===== src/rtl/div_seq_if.sv =====
// EX-stage divide sequencer bus: decoder-side request and HI/LO write-back.
// Latency: not applicable; this is a pure signal bundle.
// Backpressure: stall_o from the sequencer holds the requesting pipeline.
interface div_seq_if #(
  parameter int WIDTH = 32
);
  logic [7:0]         op_i;
  logic [WIDTH-1:0]   a_i;
  logic [WIDTH-1:0]   b_i;
  logic               cancel_i;
  logic               stall_o;
  logic [2*WIDTH-1:0] result_o;
  logic               hilo_we_o;

  // Pipeline side: issues the ALU code and operands and watches stall/write-back.
  modport master (
    output op_i, a_i, b_i, cancel_i,
    input  stall_o, result_o, hilo_we_o
  );

  // Divider side.
  modport slave (
    input  op_i, a_i, b_i, cancel_i,
    output stall_o, result_o, hilo_we_o
  );
endinterface


===== src/rtl/div_seq.sv =====
// Multi-cycle DIV/DIVU sequencer: radix-2 restoring divider with a pipeline stall and a HI/LO strobe.
// Latency: WIDTH+1 stall cycles, with the strobe in cycle WIDTH+2; a zero divisor gives 2 stall cycles, then the strobe.
// Backpressure: stall_o holds IF/ID/EX while a divide runs; cancel_i aborts at once and drops stall.
module div_seq #(
  parameter int         WIDTH   = 32,
  parameter int         CNT_W   = 6,
  parameter logic [7:0] DIV_OP  = 8'b0001_1010,
  parameter logic [7:0] DIVU_OP = 8'b0001_1011
) (
  input logic      clk,
  input logic      rst,
  div_seq_if.slave bus
);

  typedef enum logic [1:0] {IDLE, BUSY, ZERO, DONE} state_t;

  state_t               r_state;
  state_t               w_next;
  logic [CNT_W-1:0]     r_cnt;
  logic [WIDTH-1:0]     r_rem;     // partial remainder
  logic [WIDTH-1:0]     r_quo;     // dividend magnitude shifting out, quotient shifting in
  logic [WIDTH-1:0]     r_div;     // divisor magnitude
  logic                 r_neg_q;   // quotient gets negated at the end
  logic                 r_neg_r;   // remainder gets negated at the end (dividend was negative)
  logic [2*WIDTH-1:0]   r_result;

  logic                 w_is_div;
  logic                 w_signed;
  logic                 w_a_neg;
  logic                 w_b_neg;
  logic [WIDTH-1:0]     w_a_mag;
  logic [WIDTH-1:0]     w_b_mag;
  logic [WIDTH:0]       w_shift;
  logic [WIDTH:0]       w_sub;
  logic [WIDTH-1:0]     w_rem_step;
  logic [WIDTH-1:0]     w_quo_step;
  logic [WIDTH-1:0]     w_rem_fix;
  logic [WIDTH-1:0]     w_quo_fix;
  logic [WIDTH-1:0]     w_zero_rem;
  logic                 w_last;
  logic                 w_stall;
  logic                 w_we;

  assign w_is_div = (bus.op_i == DIV_OP) | (bus.op_i == DIVU_OP);
  assign w_signed = (bus.op_i == DIV_OP);
  assign w_a_neg  = w_signed & bus.a_i[WIDTH-1];
  assign w_b_neg  = w_signed & bus.b_i[WIDTH-1];
  // The magnitude of the most negative value is its own bit pattern read as unsigned.
  assign w_a_mag  = w_a_neg ? (~bus.a_i + 1'b1) : bus.a_i;
  assign w_b_mag  = w_b_neg ? (~bus.b_i + 1'b1) : bus.b_i;

  // One restoring step: bring the next dividend bit into the remainder, then subtract if it fits.
  assign w_shift    = {r_rem, r_quo[WIDTH-1]};
  assign w_sub      = w_shift - {1'b0, r_div};
  assign w_rem_step = w_sub[WIDTH] ? w_shift[WIDTH-1:0] : w_sub[WIDTH-1:0];
  assign w_quo_step = {r_quo[WIDTH-2:0], ~w_sub[WIDTH]};

  // Apply the signs to the step output so the final step writes the finished result directly.
  assign w_quo_fix  = r_neg_q ? (~w_quo_step + 1'b1) : w_quo_step;
  assign w_rem_fix  = r_neg_r ? (~w_rem_step + 1'b1) : w_rem_step;
  // A zero divisor returns the original dividend, rebuilt from its latched magnitude.
  assign w_zero_rem = r_neg_r ? (~r_quo + 1'b1) : r_quo;

  assign w_last = (r_cnt == CNT_W'(WIDTH - 1));

  // State register with synchronous reset.
  always_ff @(posedge clk) begin
    if (rst) r_state <= IDLE;
    else     r_state <= w_next;
  end

  // Next state, stall and strobe; cancel overrides everything else in any state.
  always_comb begin
    w_next  = r_state;
    w_stall = 1'b0;
    w_we    = 1'b0;
    case (r_state)
      IDLE: begin
        w_stall = w_is_div;
        if (w_is_div) w_next = (bus.b_i == '0) ? ZERO : BUSY;
      end
      BUSY: begin
        w_stall = 1'b1;
        if (w_last) w_next = DONE;
      end
      ZERO: begin
        w_stall = 1'b1;
        w_next  = DONE;
      end
      DONE: begin
        w_we   = 1'b1;
        w_next = IDLE;
      end
      default: w_next = IDLE;
    endcase
    if (bus.cancel_i) begin
      w_next  = IDLE;
      w_stall = 1'b0;
      w_we    = 1'b0;
    end
  end

  // Datapath: latch operands on start, iterate in BUSY, and capture the result on the way into DONE.
  always_ff @(posedge clk) begin
    if (rst) begin
      r_cnt    <= '0;
      r_rem    <= '0;
      r_quo    <= '0;
      r_div    <= '0;
      r_neg_q  <= 1'b0;
      r_neg_r  <= 1'b0;
      r_result <= '0;
    end else begin
      case (r_state)
        IDLE: begin
          if (w_is_div && !bus.cancel_i) begin
            r_cnt   <= '0;
            r_rem   <= '0;
            r_quo   <= w_a_mag;
            r_div   <= w_b_mag;
            r_neg_q <= w_a_neg ^ w_b_neg;
            r_neg_r <= w_a_neg;
          end
        end
        BUSY: begin
          r_rem <= w_rem_step;
          r_quo <= w_quo_step;
          r_cnt <= r_cnt + CNT_W'(1);
          if (w_last) r_result <= {w_rem_fix, w_quo_fix};
        end
        ZERO: r_result <= {w_zero_rem, {WIDTH{1'b1}}};
        default: ;
      endcase
    end
  end

  assign bus.stall_o   = w_stall;
  assign bus.hilo_we_o = w_we;
  assign bus.result_o  = r_result;

endmodule


===== src/flat_wrapper.sv =====
// flat-port wrapper written by rule: the top's interface ports become plain ports
module div_seq_flat 
#(
  parameter int         WIDTH   = 32,
  parameter int         CNT_W   = 6,
  parameter logic [7:0] DIV_OP  = 8'b0001_1010,
  parameter logic [7:0] DIVU_OP = 8'b0001_1011
)
  (clk, rst, bus_op_i, bus_a_i, bus_b_i, bus_cancel_i, bus_stall_o, bus_result_o, bus_hilo_we_o);
  div_seq_if #(.WIDTH(WIDTH)) bus_i ();
  input logic clk;
  input logic rst;
  input wire logic [$bits(bus_i.op_i)-1:0] bus_op_i;
  input wire logic [$bits(bus_i.a_i)-1:0] bus_a_i;
  input wire logic [$bits(bus_i.b_i)-1:0] bus_b_i;
  input wire logic [$bits(bus_i.cancel_i)-1:0] bus_cancel_i;
  output wire logic [$bits(bus_i.stall_o)-1:0] bus_stall_o;
  output wire logic [$bits(bus_i.result_o)-1:0] bus_result_o;
  output wire logic [$bits(bus_i.hilo_we_o)-1:0] bus_hilo_we_o;
  assign bus_i.op_i = bus_op_i;
  assign bus_i.a_i = bus_a_i;
  assign bus_i.b_i = bus_b_i;
  assign bus_i.cancel_i = bus_cancel_i;
  assign bus_stall_o = bus_i.stall_o;
  assign bus_result_o = bus_i.result_o;
  assign bus_hilo_we_o = bus_i.hilo_we_o;
  div_seq #(.WIDTH(WIDTH), .CNT_W(CNT_W), .DIV_OP(DIV_OP), .DIVU_OP(DIVU_OP)) u_core (.clk(clk), .rst(rst), .bus(bus_i));
endmodule

===== config.mk =====
export PLATFORM = sky130hd
export DESIGN_NAME = div_seq_flat
export DESIGN_NICKNAME = d
export VERILOG_FILES = /design/src/rtl/div_seq_if.sv /design/src/rtl/div_seq.sv /design/src/flat_wrapper.sv
export SDC_FILE = /design/constraint.sdc
export NUM_CORES = 1
export LEC_CHECK = 0
export ABC_CLOCK_PERIOD_IN_PS = 13390
export CAP_MARGIN = 10
export CORE_UTILIZATION = 60
export DETAILED_ROUTE_END_ITERATION = 12
export DONT_BUFFER_PORTS = 1
export PLACE_DENSITY = 0.75
export SYNTH_ARGS = -nofsm -noshare
export SYNTH_HDL_FRONTEND = slang
export SYNTH_SLANG_ARGS = --single-unit
export TNS_END_PERCENT = 5

===== constraint.sdc =====
create_clock -name clk -period 13.39 [get_ports clk]
set_input_delay 3.3475 -clock clk [delete_from_list [all_inputs] [get_ports clk]]
set_output_delay 3.3475 -clock clk [all_outputs]
set_load 0.1 [all_outputs]

==> results of run 1 <==
-- final cells by class --
type                            count  share of cell area [%]
Tap cell                          275                    2.54
Inverter                           66                    1.83
Sequential cell                   170                    25.1
Multi-Input combinational cell   1411                    65.2
Clock inverter                     14                    1.16
Clock buffer                       18                    3.24
Timing Repair Buffer               15                   0.832
-- worst paths after layout --
path,startpoint,endpoint,slack (ns),cells after the start
max,bus_op_i[5],bus_stall_o,4.99,4
min,u_core.r_div[31],u_core.r_div[31],0.46,2
max reg2reg,u_core.r_quo[31],u_core.bus.result_o[62],7.43,19
min reg2reg,u_core.r_div[31],u_core.r_div[31],0.46,2
-- layer usage --
layer | wire length, um | vias up | track usage, %
met5 | 0 | - | 0
met2 | 17500 | 655 | 54.2
met3 | 3880 | 87 | 7.98
met4 | 1050 | 0 | 10.9
met1 | 17300 | 5971 | 49.2
li1 | - | 6242 | -
-- placed cells by master (no fill, tap or decap), types with 7 or more instances in the layout --
cell	n
nand2_1	224
nor2_1	197
dfxtp_1	170
a21oi_1	109
o21ai_0	97
xor2_1	72
a211oi_1	65
inv_1	64
nand3_1	62
nor3_1	56
xnor2_1	56
ha_1	42
a31oi_1	41
or3_1	30
o31ai_1	25
a22oi_1	25
nand2b_1	21
o211ai_1	19
nor4_1	18
clkbuf_16	17
mux2i_1	16
buf_4	15
o21a_1	14
or4_1	13
mux2_2	13
a311oi_1	12
nand4_1	11
a21o_1	10
o41ai_1	10
o21ai_1	9
and2_1	9
and3_1	8
o211a_1	7
o22ai_1	7
-- registers in the layout, indices dropped and copies added (netlist names) --
signal and cells:
u_core.r_div 32, u_core.r_quo 32, u_core.r_rem 32, u_core.r_state 2, u_core.r_cnt 6, u_core.r_neg_q 1
u_core.bus.result_o 64, u_core.r_neg_r 1
-- logic make-up (layout without fill, tap and decap cells) --
| kind of cell | count (synthesis) | count (layout) |
|---|---|---|
| compound gates | 523 | 523 |
| xor+xnor | 128 | 128 |
| fa+ha+maj | 44 | 44 |
| buf+inv | 197 | 113 |
| flops | 170 | 170 |
| mux | 31 | 31 |
| simple gates | 685 | 685 |
-- worst max-delay path, stage by stage --
cell and delay, ns:
nor4b_1 0.34, and4b_1 0.27, nand2_1 0.14, a211oi_4 0.94
-- report_power, final --
group          internal, uW  switching, uW  total (uW)
Sequential              508           16.4         524
Combinational          54.7           93.7         148
Clock                   270            236         506
-- through the flow --
step | setup slack [ns] | total power, uW | cell area, um2
final | 4.99 | 1180 | 13500
after global routing | 4.93 | 1220 | 13500
after CTS | 5.00 | 1180 | 13500
after detailed placement | 5.00 | 680 | 12900
after global placement | 5.00 | 678 | 12900
after floorplan | 3.78 | 654 | 12900
==> summary.txt, run 1 <==
Yosys
  – Synth cell types: 82
  – Post-Synthesis Cell Area: roughly 13000 um2
  – Syn Area/Cell: 7.27 um2
  – Synth Flop Type: dfxtp_1
  – Xor/xnor share of the synthesized area: 8.67%
  – Mapped Cells: approximately 1800
  – Sequential area share after synthesis: about a quarter
  – Adder-cell share of the synthesized area: approximately 4.3%
  – Top cells by count, synth: nand2_1, nor2_1, dfxtp_1
  – Number of synthesis warnings: 0
  – Seq cells post-synth: 170
  – Top-area cell type share of the netlist area: a little over a quarter
  – Synth Area in Compound Gates: a little over a quarter
  – Post-synth ARST share: 0%
  – Most numerous cell in the Yosys netlist: nand2_1
  – Synth Area in Simple Gates: approximately a quarter
  – Syn_nets: approximately 1900
  – Yosys top cell by area: dfxtp_1
  – Synth area leaders: dfxtp_1, nand2_1, nor2_1
  – Mux cell area share after synthesis: 2.72%
  – EDFF count, synth: 0
  – Largest family of logic cells by synthesized area: compound AO/OA/AOI/OAI gates

Clock tree
  – Clk_lat worst skew: 0.44 ns
  – Cts hold-fix bufs: 0
  – Reg clk slew, reported paths: about 0.070 ns
  – Root buf cell: clkbuf_16
  – Sink Count: 170
  – Maximum root-to-sink buffer count: 2
  – CTS resizes: 0
  – H-tree depth: 4
  – CTS tree: done
  – Post-CTS setup buffer count: 0
  – Num CTS Buffers: 17

Finish
  – Nets: 1800
  – Diodes inserted: 0
  – Filler cell count: ~1900
  – Fraction of layout cells with a size suffix above 1: roughly 6%
  – Area Growth Syn to Fin: 4.69%
  – Register area: about 3400 um2
  – Fin util: between 60 and 70%
  – Layout Cells excl Fill: around 2000
  – Area of the multi-input gates: 8830 um2

Route
  – WL/cell: around 20 um
  – Initial DRC count: 1216
  – Vias: approximately 13000
  – WL final: between 30000 and 40000 um
  – Drt first pass iters: 6
  – Post-DRT Antenna Nets: 0
  – Routed vias/inst: between 6 and 7
  – Residual DRC count: 0

Placed design
  – Placed insts: approximately 1900
  – HPWL Detailed: 29100 um
  – Gpl congestion: approximately 0.97
  – I/O Buffers: 0

Critical path
  – CP max FO: 2
  – CP startpoint kind: input pin
  – CP Data Required Time: between 10 and 15 ns
  – Setup CP Type: in -> out
  – Worst setup EP type: output pin
  – Crit path arrival time: approximately 5 ns

STA
  – Final setup viols: 0
  – Crit path time final: approximately 8.4 ns
  – Period utilization: a little over three fifths
  – Worst slew pin tran: 1.19 ns
  – Max-slew violation count: 0
  – Hold_ws: ~0.46 ns
  – Max_slew headroom: between 20% and 30%
  – Layout Skew: ~0.0094 ns
  – Upper clock frequency limit: around 120 MHz
  – RSZ-0062 raised after global routing: false
  – Hold Vio Cnt, Final: 0
  – Setup_tns: 0 ns

Global route
  – Initial antenna violation count: 0
  – Vias in the first global route: ~12000
  – First-pass GRT wire length: 61700 um
  – Overall Global Routing Usage: 35.4%
  – Largest net degree at the start of global routing: ~150
  – Congestion Overflow GR: 0

Floorplanning
  – Die width: 149 um
  – IO Pins: 141
  – Core box area: roughly 21000 um2
  – Die Span Y: 149 um
  – Floorplan die area: around 22000 um2
  – Row Count: 53
  – Initial Util: roughly three fifths

Status
  – Status: finished clean

Pwr
  – Peak VDD IR: 0.0686 mV
  – P per Cell Area: around 87 nW/um2
  – Leakage: between 0.004 and 0.005 uW

Flow run
  – Max Cap Viol: 0

Hold path
  – Hold Path Class: reg -> reg
Note: power is estimated with default switching activity, not from simulation.
==> run 2, diff against run 1 <==
--- a/config.mk
+++ b/config.mk
@@ -5,12 +5,12 @@
 export SDC_FILE = /design/constraint.sdc
 export NUM_CORES = 1
 export LEC_CHECK = 0
-export ABC_CLOCK_PERIOD_IN_PS = 13390
+export ABC_CLOCK_PERIOD_IN_PS = 7500
 export CAP_MARGIN = 10
-export CORE_UTILIZATION = 60
+export CORE_UTILIZATION = 59
 export DETAILED_ROUTE_END_ITERATION = 12
 export DONT_BUFFER_PORTS = 1
-export PLACE_DENSITY = 0.75
+export PLACE_DENSITY = 0.77
 export SYNTH_ARGS = -nofsm -noshare
 export SYNTH_HDL_FRONTEND = slang
 export SYNTH_SLANG_ARGS = --single-unit
==> constraint.sdc (replaced) <==
create_clock -name clk -period 7.5 [get_ports clk]
set_input_delay 1.875 -clock clk [delete_from_list [all_inputs] [get_ports clk]]
set_output_delay 1.875 -clock clk [all_outputs]
set_load 0.1 [all_outputs]
==> run 2 against run 1 <==
Effect of this change:
- clock power grew 69%
- power increased by 75%
- sequential power increased by 79%
- core utilization down 0.56 points
- final cell count unchanged
- first-iteration DRC count up 23%
- sequential share of layout area increased by 0.063 points
- global-route usage up 0.66 points
- die area is 1.7% higher
- flip-flop and latch count unchanged
- register-to-register slack lost 5.3 ns
==> summary.txt, run 2 (same netlist as run 1, synthesis figures left out) <==
Status
  – Status: finished clean

Clock tree
  – Post-CTS setup buffer count: 0 (unchanged)
  – Maximum root-to-sink buffer count: 2 (unchanged)
  – Reg clk slew, reported paths: 0.07 ns (about the same)
  – CTS resizes: 0 (unchanged)
  – Num CTS Buffers: 17 (unchanged)
  – Root buf cell: clkbuf_16
  – Cts hold-fix bufs: 0 (unchanged)
  – Sink Count: 170 (unchanged)
  – CTS tree: done
  – H-tree depth: 4 (unchanged)
  – Clk_lat worst skew: 0.44 ns (about the same)

Pwr
  – Pint: 1450 uW (+74%)
  – Power share of the combinational group: 12.9% (+0.3 points)
  – Sequential Power Share: 45.5% (+1.0 points)
  – P per Cell Area: 152 nW/um2 (+75%)
  – Peak VDD IR: 0.133 mV (+93%)
  – Net Switching: 612 uW (+77%)
  – Leakage: 0.00494 uW (-0.59%)
  – Clock Power Share: 41.6% (-1.3 points)
  – Overall power: 2060 uW (+75%)
  – Sw frac: 29.7% (+0.37 points)

Floorplanning
  – Initial Util: 60.9% (-0.38 points)
  – Core box area: 21200 um2 (+0.63%)
  – Die width: 150 um (+0.83%)
  – Row Count: 53 (unchanged)
  – IO Pins: 141 (unchanged)
  – Floorplan die area: 22500 um2 (+1.7%)
  – Die Span Y: 150 um (+0.83%)

Route
  – Residual DRC count: 0 (unchanged)
  – Initial DRC count: 1491 (+23%)
  – WL/cell: 20.7 um (+2.6%)
  – Drt first pass iters: 6 (unchanged)
  – Vias: 13281 (+2.5%)
  – WL final: 40700 um (+2.6%)
  – Post-DRT Antenna Nets: 0 (unchanged)
  – Routed vias/inst: 6.75 (+2.5%)

STA
  – Max-slew violation count: 0 (unchanged)
  – Setup_tns: 0 ns (unchanged)
  – Worst slew pin tran: 1.21 ns (+0.0160 ns)
  – Worst Setup Slack, final: 2.03 ns (-2.97 ns)
  – Crit path time final: 5.47 ns
  – Max_slew headroom: 19.5% (-0.72 points)
  – Upper clock frequency limit: between 150 and 200 MHz
  – Period utilization: 73.0%
  – Layout Skew: 0.0118 ns (+0.00236 ns)
  – Final setup viols: 0 (unchanged)
  – RSZ-0062 raised after global routing: false
  – Hold Vio Cnt, Final: 0 (unchanged)

Finish
  – Area Growth Syn to Fin: 4.43%
  – Max reg flops: 64 (unchanged)
  – Fraction of layout cells with a size suffix above 1: 5.84% (unchanged)
  – Diodes inserted: 0 (unchanged)
  – Layout Cells excl Fill: 1969 (unchanged)
  – Nets: 1801 (+0.056%)
  – Most frequent cells in the layout: nand2_1, nor2_1, dfxtp_1, a21oi_1, o21ai_0
  – Most common cell after layout, fill and taps aside: nand2_1

Critical path
  – CP max FO: 2 (unchanged)
  – CP Data Required Time: 5.62 ns (-4.42 ns)
  – Setup CP Type: in -> out
  – CP startpoint kind: input pin
  – Worst setup EP type: output pin
  – Crit path arrival time: 3.60 ns (-1.45 ns)
  – Worst setup startpoint: bus_op_i[5]
  – Reg2Reg Launch Point: u_core.r_quo[31]

Global route
  – First-pass GRT wire length: 63400 um (+2.8%)
  – Vias in the first global route: 11952 (+3.7%)
  – Congestion Overflow GR: 0 (unchanged)
  – Largest net degree at the start of global routing: 153 (unchanged)
  – Initial antenna violation count: 0 (unchanged)
  – Overall Global Routing Usage: 36.0% (+0.66 points)

Hold path
  – Hold_sp: u_core.r_cnt[1]
  – Hold Path Class: reg -> reg

Placed design
  – Placed insts: 1937 (unchanged)
  – HPWL Detailed: 29700 um (+2.0%)
  – I/O Buffers: 0 (unchanged)
  – Gpl congestion: 0.984 (+0.92%)
  – Pre-CTS setup slack: 2.04 ns (-2.96 ns)

Flow run
  – Max Cap Viol: 0 (unchanged)
[run 2: cell count changes in the layout (fill, tap and decap cells not counted), sizes merged]
cell / delta
inv: +1
buf: +1
clkinv: -5
clkbuf: +1
bufinv: -1
clkinvlp: +3
[run 2: worst max-delay path, stage by stage]
cell and delay, ns:
nor4b_1 0.36, and4b_1 0.27, nand2_1 0.14, a211oi_4 0.95
[run 2: final timing paths]
kind | depth (start not counted) | endpoint | slack (ns)
max reg2reg | 19 | u_core.bus.result_o[62] | 2.14
min reg2reg | 2 | u_core.r_cnt[1] | 0.47
min | 2 | u_core.r_cnt[1] | 0.47
max | 4 | bus_stall_o | 2.03
[run 2: per-layer routing]
layer	part of all wire [%]	vias up	track usage [%]
met5	0	-	0
met4	3.3	0	12.2
met3	12	120	7.47
met2	44	772	55.1
met1	42	6149	50.0
li1	-	6240	-
[run 2: area by class of cell]
type / count / area [um2]
Inverter: 66 / 248
Clock buffer: 19 / 443
Multi-Input combinational cell: 1411 / 8830
Clock inverter: 12 / 105
Timing Repair Buffer: 16 / 124
Sequential cell: 170 / 3400
Fill cell: 1925 / 7720
Tap cell: 275 / 344
[run 2: power by group through the flow]
| stage | registers, uW | clock network [uW] | logic, uW |
|---|---|---|---|
| floorplan | 955 | 0 | 213 |
| global placement | 957 | 0 | 254 |
| detailed placement | 957 | 0 | 257 |
| CTS | 936 | 853 | 259 |
| global route | 936 | 891 | 288 |
| finish | 936 | 857 | 266 |
[run 2: through the flow]
stage                     hold slack (ns)  area, um2  util [%]
final                               0.475      13500      63.6
after global routing                0.499      13500      63.6
after CTS                           0.469      13500      63.6
after detailed placement            0.460      12900      61.0
after global placement              0.437      12900      61.0
after floorplan                     0.432      12900         -
